`config.mk`:
```
export PLATFORM = sky130hd
export DESIGN_NAME = pc_fetch_reg
export DESIGN_NICKNAME = d
export VERILOG_FILES = /design/src/rtl/pc_fetch_reg.sv
export SDC_FILE = /design/constraint.sdc
export NUM_CORES = 1
export LEC_CHECK = 0
export ABC_AREA = 1
export BUFFER_PORTS_ARGS = -buffer_cell sky130_fd_sc_hd__buf_2
export CAP_MARGIN = 20
export CELL_PAD_IN_SITES_DETAIL_PLACEMENT = 0
export CELL_PAD_IN_SITES_GLOBAL_PLACEMENT = 2
export CORE_MARGIN = 10
export CORE_UTILIZATION = 26
export DETAILED_ROUTE_END_ITERATION = 16
export PLACE_DENSITY_LB_ADDON = 0.1
export SETUP_SLACK_MARGIN = 0.4
export SYNTH_ARGS = -nofsm -noshare
export SYNTH_HDL_FRONTEND = slang
export SYNTH_SLANG_ARGS = --single-unit
```
`constraint.sdc`:
```
create_clock -name clk -period 2.2 [get_ports clk]
set_input_delay 0.55 -clock clk [delete_from_list [all_inputs] [get_ports clk]]
set_output_delay 0.55 -clock clk [all_outputs]
set_load 0.01 [all_outputs]
```
`src/rtl/pc_fetch_reg.sv`:
```
// Program counter register with a req/ack instruction-fetch sequencer.
// Optional macro PC_ALIGN_CHECK_EN adds a misalign pulse that suppresses fetches of unaligned PCs.
module pc_fetch_reg #(
  parameter int                 ADDR_W   = 32,
  parameter logic [ADDR_W-1:0]  RESET_PC = '0
) (
  input  logic              clk,
  input  logic              rst_n,
  input  logic [ADDR_W-1:0] nextaddr,
  input  logic              pc_we,
  input  logic              fetch_start,
  output logic              imem_req,
  output logic [ADDR_W-1:0] imem_addr,
  input  logic              imem_ack,
  input  logic [31:0]       imem_rdata,
  output logic [ADDR_W-1:0] pc,
  output logic [ADDR_W-1:0] pc_plus4,
  output logic [31:0]       instr,
  output logic              instr_valid,
`ifdef PC_ALIGN_CHECK_EN
  output logic              misalign,
`endif
  output logic              busy
);

  typedef enum logic [0:0] {IDLE = 1'b0, REQ = 1'b1} state_t;

  state_t            state_r, state_s;
  logic [ADDR_W-1:0] pc_r, pc_s;
  logic [ADDR_W-1:0] pend_addr_r, pend_addr_s;
  logic              pending_r, pending_s;
  logic [31:0]       instr_r, instr_s;
  logic              instr_valid_r, instr_valid_s;
  logic              misalign_r, misalign_s;

  // Next-state, PC update and fetch-result logic.
  always_comb begin
    state_s       = state_r;
    pc_s          = pc_r;
    pend_addr_s   = pend_addr_r;
    pending_s     = pending_r;
    instr_s       = instr_r;
    instr_valid_s = 1'b0;
    misalign_s    = 1'b0;
    case (state_r)
      IDLE: begin
        if (pc_we) begin
          pc_s = nextaddr;
        end else begin
          pc_s = pc_r;
        end
        if (fetch_start) begin
`ifdef PC_ALIGN_CHECK_EN
          if (pc_s[1:0] != 2'b00) begin
            misalign_s = 1'b1;
          end else begin
            state_s = REQ;
          end
`else
          state_s = REQ;
`endif
        end else begin
          state_s = IDLE;
        end
      end
      REQ: begin
        if (imem_ack) begin
          instr_s       = imem_rdata;
          instr_valid_s = 1'b1;
          state_s       = IDLE;
          pending_s     = 1'b0;
          // A same-cycle write beats any address parked during the fetch.
          if (pc_we) begin
            pc_s = nextaddr;
          end else if (pending_r) begin
            pc_s = pend_addr_r;
          end else begin
            pc_s = pc_r;
          end
        end else if (pc_we) begin
          pend_addr_s = nextaddr;
          pending_s   = 1'b1;
        end else begin
          state_s = REQ;
        end
      end
      default: begin
        state_s   = IDLE;
        pending_s = 1'b0;
      end
    endcase
  end

  // State and datapath registers.
  always_ff @(posedge clk or negedge rst_n) begin
    if (!rst_n) begin
      state_r       <= IDLE;
      pc_r          <= RESET_PC;
      pend_addr_r   <= '0;
      pending_r     <= 1'b0;
      instr_r       <= 32'h0000_0000;
      instr_valid_r <= 1'b0;
      misalign_r    <= 1'b0;
    end else begin
      state_r       <= state_s;
      pc_r          <= pc_s;
      pend_addr_r   <= pend_addr_s;
      pending_r     <= pending_s;
      instr_r       <= instr_s;
      instr_valid_r <= instr_valid_s;
      misalign_r    <= misalign_s;
    end
  end

  assign imem_req    = (state_r == REQ);
  assign busy        = (state_r == REQ);
  assign imem_addr   = pc_r;
  assign pc          = pc_r;
  assign pc_plus4    = pc_r + ADDR_W'(3'd4);
  assign instr       = instr_r;
  assign instr_valid = instr_valid_r;
`ifdef PC_ALIGN_CHECK_EN
  assign misalign    = misalign_r;
`else
  logic unused_s;
  assign unused_s = misalign_r ^ misalign_s;
`endif

endmodule

```
### Yosys cells after proc, flatten, opt, wreduce, memory -nomap -nowiden

Cells that the tools add are included.

| cells by class | value |
|---|---|
| $add $sub $neg | 1 |
| equality and inequality tests | 3 |
| mux-type cells | 12 |
| bitwise logic cells | 2 |
| reductions and logical operators | 5 |

Operators with widths:

| cell | number |
|---|---|
| 2-to-1 mux 32 bit | 4 |
| case mux 32 bit (2 select lines) | 1 |
| adder 32 x 3 -> 32 bit (second input constant) | 1 |
| 2-to-1 mux 1 bit | 6 |
| AND reduction 3 bit | 2 |
| != test 2 bit (second input constant) | 2 |
| AND reduction 2 bit | 2 |
| != test 3 x 2 -> 1 bit (second input constant) | 1 |
| inverter 1 bit | 2 |
| case mux 1 bit (2 select lines) | 1 |
| nonzero test 2 bit | 1 |

| word-level totals | value |
|---|---|
| register bits after elaboration | 99 |
| bits of input ports | 69 |
| output and inout bits | 131 |
| word-level logic and storage cells | 29 |

### Logic depth before layout (Yosys ltp)

Gate-level depths: netlist (run 1).

| depth | value |
|---|---|
| depth in word-level cells | 4 |
| depth in mapped cells | 8 |
| depth with buffers taken out | 8 |

### Worst setup path before layout (run 1)

OpenSTA, ideal clock, no wires.

| timing | value |
|---|---|
| kind | register to output |
| from | register pc_r[3] (netlist: imem_addr[3]) |
| to | output pc_plus4[18] |
| arrival | 1361 ps |
| data required time | 1650 ps |
| slack | 289 ps |
| stages on the path, launching flop included | 7 |
| path buffers | 0 |
| cells stage by stage | dfrtp_1 -> ha_1 -> nand2_1 -> nor2_1 -> nand2_1 -> nor2_2 -> xor2_1 |

| between the ends | value |
|---|---|
| longest elaborated chain between the ends | 1 |

Ends and longest elaborated chain:

| element | RTL line | source |
|---|---|---|
| start, declared | 29 | `logic [ADDR_W-1:0] pc_r, pc_s;` |
| start signal, assigned | 106 | `pc_r <= pc_s;` |
| adder 32 x 3 -> 32 bit | 119 | `assign pc_plus4 = pc_r + ADDR_W'(3'd4);` |
| end, declared | 17 | `output logic [ADDR_W-1:0] pc_plus4,` |

No other way between the ends.

### Worst setup path in the final report (run 1)

| timing | value |
|---|---|
| from | register pc_r[3] (netlist: imem_addr[3]) |
| to | output pc_plus4[17] |

Same word-level chain as after synthesis.

==> reports/results.tsv, run 1 <==
metric	value	unit
failing checks	negative setup slack	
RSZ-0062 raised after global routing	yes	
Placer Congestion	0.7903	
register area	2497	um2
internal reg-to-reg setup slack	0.65	ns
Synth area leaders	dfrtp_1 49%, nand2_1 21%, buf_4 5.4%	
Startpoint Class	flop	
hold path startpoint	imem_rdata[22]	
WHS Path Cells	3	
Post-Synthesis Cells	687	
HPWL Detailed	12500	um
WL/cell	14.38	um
synth warn	0	
Initial Util	0.2629	
fin nets	943	
post-layout util	0.3558	
Via density	4.143	
top-area cell type share of the netlist area	0.4858	
Hold Path Class	input port to flop	
post-synth cell types	21	
clk buf depth	2	
die area	25620	um2
initial antenna violation count	4	
CTS tree	done	
leakage	3.792	nW
Area Overhead vs Synth	35.33	%
PD cells	915.8	nW/um2
final clock skew	0.007619	ns
Root Buffer	clkbuf_16	
minimum clock period	2.302	ns
first-pass GRT wire length	26480	um
R2R depth	6	
reg2reg end	imem_addr[11]	
Post-DRT Antenna Nets	0	
Setup CP Type	flop to primary output	
area taken by multi-input logic gates	2150	um2
GRT overflow	0	
io pins	200	
core area	19400	um2
# setup viols final	19	
n_diodes	0	
cts bufs inserted	9	
Final Hold Fails	0	
vias in the first global route	4938	
layout cell share with drive strength beyond 1	0.3508	
status	finished, violations left	
Via Count	4736	
max_cap viols	0	
syn_area_per_cell	7.423	um2
Post-Syn Area	5100	um2
post-synthesis sequential area ratio	0.4858	
Crit. End Element	primary output	
Die X	160.1	um
reg-to-reg startpoint	busy	
final worst path period share	1.046	
syn nets	757	
flops & latches, synth	99	
Rel. slew slack	0.6212	
actual slew at the worst max-slew pin	0.5682	ns
crit path max fanout	4	
Clk Latency, worst-skew pair	0.35	ns
WL final	16440	um
H-tree Lvls	3	
Site Rows	51	
# clock sinks	99	
achievable frequency	434.4	MHz
fin. max-slew vios	0	
fillers	2131	
area leader, netlist	dfrtp_1	
Worst-path clk slew	0.07	ns
drc violations	0	
worst slack, placed	0.1510	ns
Setup WS post-layout	-0.1020	ns
GRT Util Overall	0.1277	
CP Data Arrival Time	1.75	ns
Worst VDD drop	0.3026	mV
Port Buf Inserts	199	
Pre-antenna DRT Iters	5	
largest net degree at the start of global routing	65	
Data required, critical path	1.65	ns
hold path endpoint	instr[22]	
setup TNS	-0.7316	ns
chip height	160.1	um
initial DRC count	176	
==> metrics by stage <==
stage          total power [W]  std cells  hold WS, ns  instance area, um2
6_report              0.006321       1143       0.3880                6902
5_1_grt               0.006807       1143       0.3828                6902
3_5_place_dp          0.004543       1101       0.3531                6212
2_1_floorplan         0.003744        687       0.2544                5150
4_1_cts               0.006399       1139       0.3727                6785
3_3_place_gp          0.004528       1101       0.3526                6212
==> kinds of logic (layout without fill, tap and decap cells) <==
family | Yosys count | after routing | share of synthesized area
compound gates | 88 | 88 | 0.08710
flops | 99 | 99 | 0.4858
mux | 1 | 1 | 0.002208
simple gates | 357 | 357 | 0.2726
buf+inv | 126 | 317 | 0.1241
xor+xnor | 15 | 15 | 0.02576
fa+ha+maj | 1 | 1 | 0.002453
==> repair_timing <==
item	in CTS	in global routing
endpoints found under the hold margin	2	0
buffers inserted	21	4
gates resized for setup	33	21
endpoints found under the setup margin	28	28
cloned	0	0
hold buffers	1	0
pin swaps	13	14
==> cells in the mapped netlist <==
cell and number:
o21ai_1 30, dfrtp_1 99, a21oi_1 22, nand2_1 279, inv_2 2, and2_1 2
o21ai_2 1, nor2_4 2, mux2_2 1, buf_2 16, ha_1 1, clkbuf_1 6
clkbuf_2 1, nor2_2 3, nand3_1 14, buf_4 37, nand2_2 2, inv_1 64
xor2_1 15, o21ai_0 35, nor2_1 55
==> cell usage in the layout (no fill, tap or decap), drive strengths merged <==
| master | instances |
|---|---|
| o21ai | 66 |
| buf | 234 |
| ha | 1 |
| clkbuf | 11 |
| dlygate4sd3 | 1 |
| nor2 | 60 |
| bufinv | 1 |
| a21oi | 22 |
| nand3 | 14 |
| nand2 | 281 |
| dfrtp | 99 |
| mux2 | 1 |
| clkinv | 2 |
| and2 | 2 |
| inv | 66 |
| clkinvlp | 2 |
| xor2 | 15 |
==> critical path, stage by stage, from the launching register on <==
cell and delay, ns:
dfrtp_1 0.44, nand2_2 0.10, nor2_4 0.18, nand2_4 0.12, nor2_4 0.18, buf_12 0.13
xor2_1 0.12, buf_2 0.15
==> worst max path at each step <==
stage,startpoint,endpoint,cells past startpoint
floorplan,imem_addr[3],pc_plus4[16],6
global placement,imem_addr[4],pc_plus4[27],8
detailed placement,imem_addr[4],pc_plus4[19],8
CTS,imem_addr[3],pc_plus4[26],9
global route,imem_addr[3],pc_plus4[17],7
finish,imem_addr[3],pc_plus4[17],7
==> routing by layer <==
layer,part of all wire,track usage,vias to the layer above
li1,-,-,2433
met4,0.018,0.04925,8
met1,0.46,0.1614,2117
met5,0.0032,0,-
met3,0.085,0.04807,25
met2,0.43,0.1929,153
==> sequential cells by signal, summed over array words and instances, names as in the netlist <==
signal	count
imem_addr	32
instr	32
pend_addr_r	32
busy	1
instr_valid	1
pending_r	1
==> report_power, final <==
group	total (W)	switching, W	internal [W]
clock network	0.00164	0.000720	0.000918
logic	0.00213	0.00123	0.000902
registers	0.00255	0.000343	0.00221
total	0.00632	0.00229	0.00403
==> area by class of cell <==
cell class,instances,share of cell area
multi-input combinational,462,0.3115
inverter,66,0.03590
clock inverter,5,0.009065
sequential,99,0.3619
clock buffer,11,0.03517
tap,265,0.04804
timing repair buffer,235,0.1985
(Power assumes the default switching activity.)
==> run 2: changes to the inputs <==
--- a/config.mk
+++ b/config.mk
@@ -10,6 +10,7 @@
 export CAP_MARGIN = 20
 export CELL_PAD_IN_SITES_DETAIL_PLACEMENT = 0
 export CELL_PAD_IN_SITES_GLOBAL_PLACEMENT = 2
+export CORE_ASPECT_RATIO = 1.25
 export CORE_MARGIN = 10
 export CORE_UTILIZATION = 26
 export DETAILED_ROUTE_END_ITERATION = 16
==> reports/results.tsv, run 2 (same netlist as run 1, synthesis figures left out) <==
metric	value	unit
status	finished, violations left	
failing checks	negative setup slack	
core area	19400	um2
fin nets	952	
final worst path period share	1.042	
Rel. slew slack	0.6183	
die area	25650	um2
leakage	3.847	nW
worst slack, placed	0.1490	ns
Hold Path Class	input port to asynchronous set/reset pin	
Crit. End Element	primary output	
CTS tree	done	
Post-DRT Antenna Nets	0	
vias in the first global route	4935	
Data required, critical path	1.65	ns
drc violations	0	
Via Count	4753	
Placer Congestion	0.8207	
HPWL Detailed	12590	um
minimum clock period	2.293	ns
Pre-antenna DRT Iters	4	
area taken by multi-input logic gates	2197	um2
largest net degree at the start of global routing	65	
RSZ-0062 raised after global routing	yes	
Via density	4.115	
Setup CP Type	flop to primary output	
WHS	0.1594	ns
GRT overflow	0	
PD cells	915.4	nW/um2
Port Buf Inserts	199	
most common cell after layout, fill and taps aside	nand2_1	
# setup viols final	17	
fillers	2143	
clk buf depth	2	
register area	2500	um2
Clk Latency, worst-skew pair	0.34	ns
Initial Util	0.2629	
Die X	145.3	um
initial DRC count	178	
most frequent cells in the layout	266 x nand2_1, 192 x buf_2, 81 x dfrtp_1	
chip height	176.6	um
io pins	200	
WL/cell	14.27	um
max_cap viols	0	
Site Rows	57	
Final Hold Fails	0	
Pwr Total	0.006428	W
first-pass GRT wire length	26570	um
Startpoint Class	flop	
Worst-path clk slew	0.07	ns
actual slew at the worst max-slew pin	0.5717	ns
crit path max fanout	4	
Root Buffer	clkbuf_16	
Area Overhead vs Synth	37.68	%
Post-CTS Hold Fix Bufs	0	
initial antenna violation count	6	
GRT Util Overall	0.1270	
cts bufs inserted	9	
CP Data Arrival Time	1.74	ns
final clock skew	0.006788	ns
# clock sinks	99	
layout cell share with drive strength beyond 1	0.3675	
WL final	16480	um
Worst VDD drop	0.4240	mV
Setup WS post-layout	-0.09253	ns
achievable frequency	436.2	MHz
fin. max-slew vios	0	
H-tree Lvls	3	
[run 2: cell types whose count changed in the layout (fill, tap and decap cells not counted), moves of 3 or more]
cell     before  now
nor2_2        8   12
buf_4        29   39
diode_2       0    3
nor2_1       43   37
[run 2: path summary, 6_finish.rpt]
check                               start       endpoint  slack (ns)  cells past startpoint
hold / removal                      rst_n      instr[30]        0.16                      1
hold reg to reg                  instr[3]       instr[3]        0.47                      2
setup reg to reg                     busy   imem_addr[2]        0.63                      5
min in group clk           imem_rdata[22]      instr[22]        0.40                      3
setup / recovery             imem_addr[3]    pc_plus4[9]       -0.09                      7
max in group asynchronous           rst_n  imem_addr[19]        1.43                      2
[run 2: layer usage]
metal	part of all wire	GRT usage
met1	0.44	0.1524
met3	0.092	0.05506
met2	0.45	0.2010
met5	0.0016	0
met4	0.018	0.04135
[run 2: worst max-delay path, stage by stage (launching register included)]
cell and delay, ns:
dfrtp_1 0.43, nand2_2 0.09, nor2_4 0.18, nand2_4 0.12, buf_4 0.15, buf_4 0.12
xor2_1 0.15, buf_2 0.16
[run 2: report_power, final]
part	switching, W	internal [W]	total (W)
Clock	0.000678	0.000999	0.00168
Combinational	0.00127	0.000949	0.00222
Sequential	0.000321	0.00221	0.00253
[run 2: layout make-up]
class | count | area share
clock inverter | 4 | 0.01069
tap | 265 | 0.04722
clock buffer | 12 | 0.03368
timing repair buffer | 244 | 0.2031
antenna | 3 | 0.001069
multi-input combinational | 462 | 0.3129
inverter | 66 | 0.03528
sequential | 99 | 0.3560
[run 2: what timing repair did]
action	CTS	global route
setup buffers	27	8
pin swaps	14	25
resized for setup	45	24
setup endpoints to repair	28	28
[run 2: metrics by stage]
step,instances,area (um2),utilization,setup TNS (ns)
global route,1152,7014,0.3616,-2.965
finish,1155,7022,0.3620,-0.6061
CTS,1144,6870,0.3542,-1.285
detailed placement,1101,6212,0.3202,0
global placement,1101,6212,0.3202,0
floorplan,687,5150,-,0
